[src/rtl/demux_1to2_buf.sv]
// demux_1to2_buf: steers one valid/ready input stream into one of two
// independent 2-entry (head + skid) output buffers selected by select_i.
// Optional per-channel accepted-word counters are built when the macro
// DEMUX_STATS_EN is defined; otherwise count0_o/count1_o are tied to zero.
module demux_1to2_buf #(
  parameter int unsigned size = 32
) (
  input  logic              clk_i,
  input  logic              rst_i,
  input  logic [size-1:0]   data_i,
  input  logic              select_i,
  input  logic              valid_i,
  output logic              ready_o,
  output logic [size-1:0]   data0_o,
  output logic              valid0_o,
  input  logic              ready0_i,
  output logic [size-1:0]   data1_o,
  output logic              valid1_o,
  input  logic              ready1_i,
  output logic [15:0]       count0_o,
  output logic [15:0]       count1_o
);

  localparam int unsigned NCH   = 2;
  localparam int unsigned CNT_W = 16;

  typedef enum logic [1:0] {
    ST_EMPTY = 2'd0,
    ST_ONE   = 2'd1,
    ST_TWO   = 2'd2
  } state_e;

  state_e            state_q [NCH];
  state_e            state_d [NCH];
  logic [size-1:0]   head_q  [NCH];
  logic [size-1:0]   head_d  [NCH];
  logic [size-1:0]   skid_q  [NCH];
  logic [size-1:0]   skid_d  [NCH];
  logic [NCH-1:0]    valid_q;
  logic [NCH-1:0]    valid_d;

  logic [NCH-1:0]    full_c;
  logic [NCH-1:0]    push_c;
  logic [NCH-1:0]    pop_c;
  logic [NCH-1:0]    out_ready_c;
  logic              in_xfer_c;

  // Handshake decode: full flags come straight from registered state.
  always_comb begin
    out_ready_c = {ready1_i, ready0_i};
    for (int x = 0; x < NCH; x++) begin
      full_c[x] = (state_q[x] == ST_TWO);
      pop_c[x]  = valid_q[x] & out_ready_c[x];
    end
    ready_o   = select_i ? ~full_c[1] : ~full_c[0];
    in_xfer_c = valid_i & ready_o;
    push_c[0] = in_xfer_c & ~select_i;
    push_c[1] = in_xfer_c &  select_i;
  end

  // Per-channel next-state: EMPTY -> ONE -> TWO buffer control.
  always_comb begin
    for (int x = 0; x < NCH; x++) begin
      state_d[x] = state_q[x];
      head_d[x]  = head_q[x];
      skid_d[x]  = skid_q[x];
      valid_d[x] = valid_q[x];
      case (state_q[x])
        ST_EMPTY: begin
          if (push_c[x]) begin
            head_d[x]  = data_i;
            state_d[x] = ST_ONE;
            valid_d[x] = 1'b1;
          end
        end
        ST_ONE: begin
          if (push_c[x] && pop_c[x]) begin
            head_d[x] = data_i;
          end else if (push_c[x]) begin
            skid_d[x]  = data_i;
            state_d[x] = ST_TWO;
          end else if (pop_c[x]) begin
            state_d[x] = ST_EMPTY;
            valid_d[x] = 1'b0;
          end
        end
        ST_TWO: begin
          // Pushes are refused here because ready_o is low for this channel.
          if (pop_c[x]) begin
            head_d[x]  = skid_q[x];
            state_d[x] = ST_ONE;
          end
        end
        default: begin
          state_d[x] = ST_EMPTY;
          valid_d[x] = 1'b0;
        end
      endcase
    end
  end

  // Buffer state and data registers; reset clears everything immediately.
  always_ff @(posedge clk_i or negedge rst_i) begin
    if (!rst_i) begin
      for (int x = 0; x < NCH; x++) begin
        state_q[x] <= ST_EMPTY;
        head_q[x]  <= '0;
        skid_q[x]  <= '0;
      end
      valid_q <= '0;
    end else begin
      for (int x = 0; x < NCH; x++) begin
        state_q[x] <= state_d[x];
        head_q[x]  <= head_d[x];
        skid_q[x]  <= skid_d[x];
      end
      valid_q <= valid_d;
    end
  end

  assign data0_o  = head_q[0];
  assign data1_o  = head_q[1];
  assign valid0_o = valid_q[0];
  assign valid1_o = valid_q[1];

`ifdef DEMUX_STATS_EN
  logic [CNT_W-1:0] cnt_q [NCH];
  logic [CNT_W-1:0] cnt_d [NCH];

  // Saturating accepted-word counters, one per channel.
  always_comb begin
    for (int x = 0; x < NCH; x++) begin
      cnt_d[x] = cnt_q[x];
      if (push_c[x] && (cnt_q[x] != {CNT_W{1'b1}})) begin
        cnt_d[x] = cnt_q[x] + CNT_W'(1);
      end
    end
  end

  // Counter registers clear only on reset.
  always_ff @(posedge clk_i or negedge rst_i) begin
    if (!rst_i) begin
      for (int x = 0; x < NCH; x++) begin
        cnt_q[x] <= '0;
      end
    end else begin
      for (int x = 0; x < NCH; x++) begin
        cnt_q[x] <= cnt_d[x];
      end
    end
  end

  assign count0_o = cnt_q[0];
  assign count1_o = cnt_q[1];
`else
  assign count0_o = CNT_W'(0);
  assign count1_o = CNT_W'(0);
`endif

endmodule

[config.mk]
export PLATFORM = sky130hd
export DESIGN_NAME = demux_1to2_buf
export DESIGN_NICKNAME = d
export VERILOG_FILES = /design/src/rtl/demux_1to2_buf.sv
export SDC_FILE = /design/constraint.sdc
export NUM_CORES = 1
export LEC_CHECK = 0
export ABC_CLOCK_PERIOD_IN_PS = 1750
export BUFFER_PORTS_ARGS = -buffer_cell sky130_fd_sc_hd__clkbuf_2
export CAP_MARGIN = 10
export CORE_ASPECT_RATIO = 0.5
export CORE_MARGIN = 10
export CORE_UTILIZATION = 28
export CTS_CLUSTER_DIAMETER = 60
export DETAILED_ROUTE_END_ITERATION = 6
export MAX_ROUTING_LAYER = met4
export PLACE_DENSITY_LB_ADDON = 0.15
export SLEW_MARGIN = 10
export SYNTH_ARGS = -nofsm -noshare
export SYNTH_HDL_FRONTEND = slang
export SYNTH_SLANG_ARGS = --single-unit
[constraint.sdc]
create_clock -name clk_i -period 1.75 [get_ports clk_i]
set_clock_uncertainty 0.15 [all_clocks]
set_input_delay 0.175 -clock clk_i [delete_from_list [all_inputs] [get_ports clk_i]]
set_output_delay 0.175 -clock clk_i [all_outputs]
set_load 0.03 [all_outputs]
* After elaboration in Yosys (flattened, before gate mapping)
Index checks and enable logic that the tools add are counted.
** Word-level totals
- Input bits :: 38
- Bits in registers :: 134
** Cells by class
- Reductions and logical operators :: 14
- Eq/ne operators :: 18
- Bitwise gates (word level) :: 10
- Mux-type cells :: 31
** Operator list (count)
- $mux W32 :: 6
- $pmux W32 S3 :: 2
- $mux W2 :: 10
- $ne A2 B2 Y1 const B :: 10
- $reduce_and A4 Y1 :: 4
- $pmux W2 S3 :: 2
- $reduce_and A5 Y1 :: 2
- $mux W1 :: 9
- $ne A3 B3 Y1 const B :: 2
- $pmux W1 S3 :: 2
- $reduce_and A3 Y1 :: 2
- $reduce_bool A3 Y1 :: 2
- $and A1 B1 Y1 :: 5
- $not A1 Y1 :: 5
- $eq A2 B1 Y1 const B :: 2
- $eq A2 B2 Y1 const B :: 2
- $logic_not A2 Y1 :: 2
- $ne A2 B1 Y1 const B :: 2
- $logic_and A1 B1 Y1 :: 2

* Logic depth before layout (Yosys ltp)
- Depth in word-level cells :: 8
- Mapped depth :: 5
- Gate-level depth less buffers :: 3

* Worst setup path before layout
No wires, ideal clock.
- Kind :: reg2reg
- From :: reg valid_q[1]
- To :: reg skid_q[10] (netlist bit)
- Setup slack :: -0.214 ns
- Cell stages (with the launch flop) :: 6
- Data arrival time :: 1.689 ns
- Setup time :: 0.125 ns
- Period minus slack after synthesis :: 1.964 ns
- Required time :: 1.475 ns
- Cell sequence :: dfrtp_1 > a21boi_2 > or3b_1 > buf_6 > buf_6 > mux2_4
** Between the ends
- Cells in the longest elaborated chain, start to end :: 4
** Ends and longest elaborated chain
- from (decl) :: line 39 : logic [NCH-1:0] valid_q;
- from (signal assigned) :: line 117 : valid_q <= valid_d;
- $and A1 B1 Y1 :: line 53 : pop_c[x] = valid_q[x] & out_ready_c[x];
- $logic_and A1 B1 Y1 :: line 77 : if (push_c[x] && pop_c[x]) begin
- $not A1 Y1 (no line)
- $reduce_and A3 Y1 (no line)
- to (signal, indexed assignment) :: line 115 : skid_q[x] <= skid_d[x];
- to (decl) :: line 37 : logic [size-1:0] skid_q [NCH];
Every way passes these cells.
A chain may end at the register's enable or synchronous reset.

* Worst setup path after layout
- From :: reg state_q[3] (netlist bit)
- To :: reg head_q, in the netlist data0_o[17]
** Between the ends
- Cells in the longest elaborated chain, start to end :: 8
- Elaborated cells between the ends (all ways) :: 14
- Classes of those cells :: 5 x eq/ne; 2 x mux; 3 x bitwise; 4 x reduce/logical
** Ends and longest elaborated chain
- from (decl) :: line 33 : state_e state_q [NCH];
- from (signal, indexed assignment) :: line 113 : state_q[x] <= state_d[x];
- $eq A2 B2 Y1 :: line 52, 68
- $not A1 Y1 (no line)
- $mux W1 :: line 55 : ready_o = select_i ? ~full_c[1] : ~full_c[0];
- $and A1 B1 Y1 :: line 56 : in_xfer_c = valid_i & ready_o;
- $and A1 B1 Y1 :: line 57 : push_c[0] = in_xfer_c & ~select_i;
- $logic_and A1 B1 Y1 :: line 77
- $ne A2 B2 Y1 (no line)
- $reduce_and A4 Y1 (no line)
- to (signal, indexed assignment) :: line 114 : head_q[x] <= head_d[x];
- to (decl) :: line 35 : logic [size-1:0] head_q [NCH];
Parallel ways exist; a longest one is shown, timed or not.

==> impl_metrics.json <==
{
  "grt_pass1_wl_mm": 25.14,
  "ys_ff_latch": 134,
  "rows": 38,
  "combPwrFrac_pct": 40.8,
  "status": "finished, violations left",
  "portBuffers": 104,
  "antenna_found_initial": 1,
  "synth_most_common_cell": "mux2_2",
  "hpwl_mm": 10.84,
  "slowest_delay_ns": 0.42,
  "clk_pin_slew_worst_paths_ns": 0.06,
  "seqPwrFrac_pct": 34.2,
  "avgSynthCellArea_um2": 15.07,
  "wirelength_mm": 16.72,
  "clock-sinks": 134,
  "setup_slack_ns": -0.1187,
  "io_pins": 137,
  "nets": 637,
  "cellLeakagePower_nw": 4.048,
  "clock_path_buffers": 2,
  "final_max_slew_viol_count": 0,
  "drv_cap": 0,
  "fin_total_pwr_w": 0.01603,
  "power_frac_clock_pct": 25.0,
  "numCtsBuffers": 17,
  "violations": "negative setup slack",
  "cts_tree": "built",
  "viasPerCell": 4.227,
  "period_needed_ns": 1.869,
  "fin_crit_sh_pct": 106.8,
  "cp_cell_sequence": "or3b_4 > o22ai_4 > buf_4 > clkbuf_16 > mux2_2",
  "rsz0062_at_grt": "true",
  "grt_overflow_total": 0,
  "p_sw_share_pct": 35.04,
  "fmax_mhz": 535.1,
  "p_sw_w": 0.005618,
  "drt-pass1-iter-count": 4,
  "postSynthCellCount": 414,
  "vias": 3859,
  "remaining_drc_errors": 0,
  "synth_area_leaders": "dfrtp_1 (54%), mux2_2 (29%), mux2_4 (7.0%)",
  "drive_gt1_share_pct": 63.24,
  "hold_path.class": "input pin to async pin",
  "core_area_um2": 21780,
  "synth_area_um2": 6237,
  "start_util_pct": 28.64,
  "cp.arrival_ns": 2.01,
  "htree_levels": 4,
  "die_w_um": 231.1,
  "p_per_area_nw_per_um2": 1832,
  "startpoint_type": "register",
  "fin_setup_tns_ns": -5.669,
  "wire_per_inst_um": 18.32,
  "yosysWarnings": 0,
  "ir_drop_v": 0.0006367,
  "place_ws_ns": -0.08616,
  "cp-end-kind": "register",
  "ant_nets": 0,
  "cts_root_buf": "clkbuf_16",
  "die_y_um": 125.5,
  "synth_ff_type": "dfrtp_1",
  "stdcell_count": 913,
  "first_global_vias": 4233,
  "reg2reg_setup_slack_ns": -0.12,
  "p_int_w": 0.01042,
  "setup_viol": 75,
  "dpl.cell_count": 828,
  "finalHoldViolations": 0,
  "crit_fanout": 9,
  "grt_max_degree": 36,
  "worstSkewPairLatency_ns": 0.41,
  "synth_commonest_cells": "mux2_2 (161), dfrtp_1 (134), buf_4 (32)",
  "post-route-util_pct": 40.19,
  "syn_to_final_growth_pct": 40.32,
  "yosysTopAreaCellShare_pct": 53.76,
  "synth_edf_count": 0,
  "synthArstFlopShare_pct": 100.0,
  "gp_congestion": 0.7607,
  "drt_iter0_markers": 182,
  "crit_type": "register to register",
  "synth_cell_type_count": 29,
  "slowest_stage": "dfrtp_1",
  "cp.required_ns": 1.89,
  "die_area_um2": 29010,
  "yosysSeqAreaShare_pct": 53.76,
  "grtUsageTotal_pct": 11.48,
  "yosys.area.top_type": "dfrtp_1"
}
==> final timing paths <==
path,start,endpoint,cells after the start
worst max-delay path,state_q[3],data0_o[17],5
worst min-delay path,rst_i,data0_o[24],2
worst max register to register,state_q[3],data0_o[17],5
worst min register to register,data0_o[19],data0_o[19],1
max in group asynchronous,rst_i,skid_q[3],3
min in group clk_i,valid_i,state_q[3],4
==> worst max-delay path, delay by kind of cell (launching register included) <==
family,cells,cell delay (ns)
mux,1,0.34
flops,1,0.42
buf+inv,2,0.34
compound gates,1,0.11
simple gates,1,0.40
==> through the flow <==
step                      hold WS (ns)  area, um^2
after CTS                      0.05669        8561
after detailed placement      -0.06463        7318
final                          0.05914        8752
after global routing           0.08436        8752
after floorplan                -0.2706        6389
after global placement        -0.06737        7318
==> kinds of logic after synthesis <==
group / count (synthesis) / share of synthesized area, %
flip-flops: 134 / 53.76
other: 1 / 0.06012
AND/OR/NAND/NOR: 17 / 1.545
buffers and inverters: 55 / 6.259
multiplexers: 192 / 36.41
XOR/XNOR: 2 / 0.2809
AO/OA/AOI/OAI: 13 / 1.685
==> state kept, by name, indices dropped and copies added, names as in the netlist <==
register,flops
skid_q,64
state_q,4
valid_q,2
data1_o,32
data0_o,32
==> placed cells by master (no fill, tap or decap), types with 2 or more instances in the layout <==
master and n:
clkbuf_2 102, clkbuf_16 22, buf_12 15, dfrtp_1 133, inv_1 2, mux2_2 139
dlygate4sd3_1 35, a21boi_2 2, nand2_1 5, nand2b_1 2, clkbuf_8 2, bufinv_16 5
buf_6 6, mux2_1 2, a21oi_1 2, mux2_4 51, o22ai_1 4, nor2b_4 2
clkbuf_1 2, buf_4 23, nor2b_1 2, conb_1 32, clkinv_4 4, or3b_4 2
==> timing repair <==
item                                    4_1_cts  5_1_grt
endpoints found under the setup margin       97      101
resized for setup                            31        9
buffers inserted                              8        2
pin swaps                                     0        1
hold buffers                                 35        0
gates cloned                                  1        6
hold endpoints to repair                    202        0
==> area by class of cell <==
type | instances | area, um^2
Fill cell | 2085 | 13020
Tap cell | 300 | 375.4
Inverter | 2 | 7.507
Sequential cell | 134 | 3354
Clock inverter | 11 | 197.7
Clock buffer | 21 | 460.4
Multi-Input combinational cell | 256 | 2785
Antenna cell | 1 | 2.502
Timing Repair Buffer | 188 | 1569
==> power groups by stage <==
stage,registers [W],clock network [W],logic (W)
after global routing,0.00570,0.00426,0.00697
after floorplan,0.00690,0,0.00270
after detailed placement,0.00553,0,0.00604
after global placement,0.00549,0,0.00598
final,0.00549,0.00401,0.00654
after CTS,0.00550,0.00411,0.00646
==> metal layers <==
| layer | up-vias | routed length [um] | track usage, % | part of all wire, % |
|---|---|---|---|---|
| li1 | 1776 | - | - | - |
| met2 | 61 | 7919 | 18.14 | 47 |
| met4 | 0 | 133 | 3.346 | 0.80 |
| met5 | - | 0 | - | 0 |
| met3 | 7 | 623 | 3.205 | 3.7 |
| met1 | 2015 | 8045 | 14.08 | 48 |
Power figures use the tool's default switching activity.
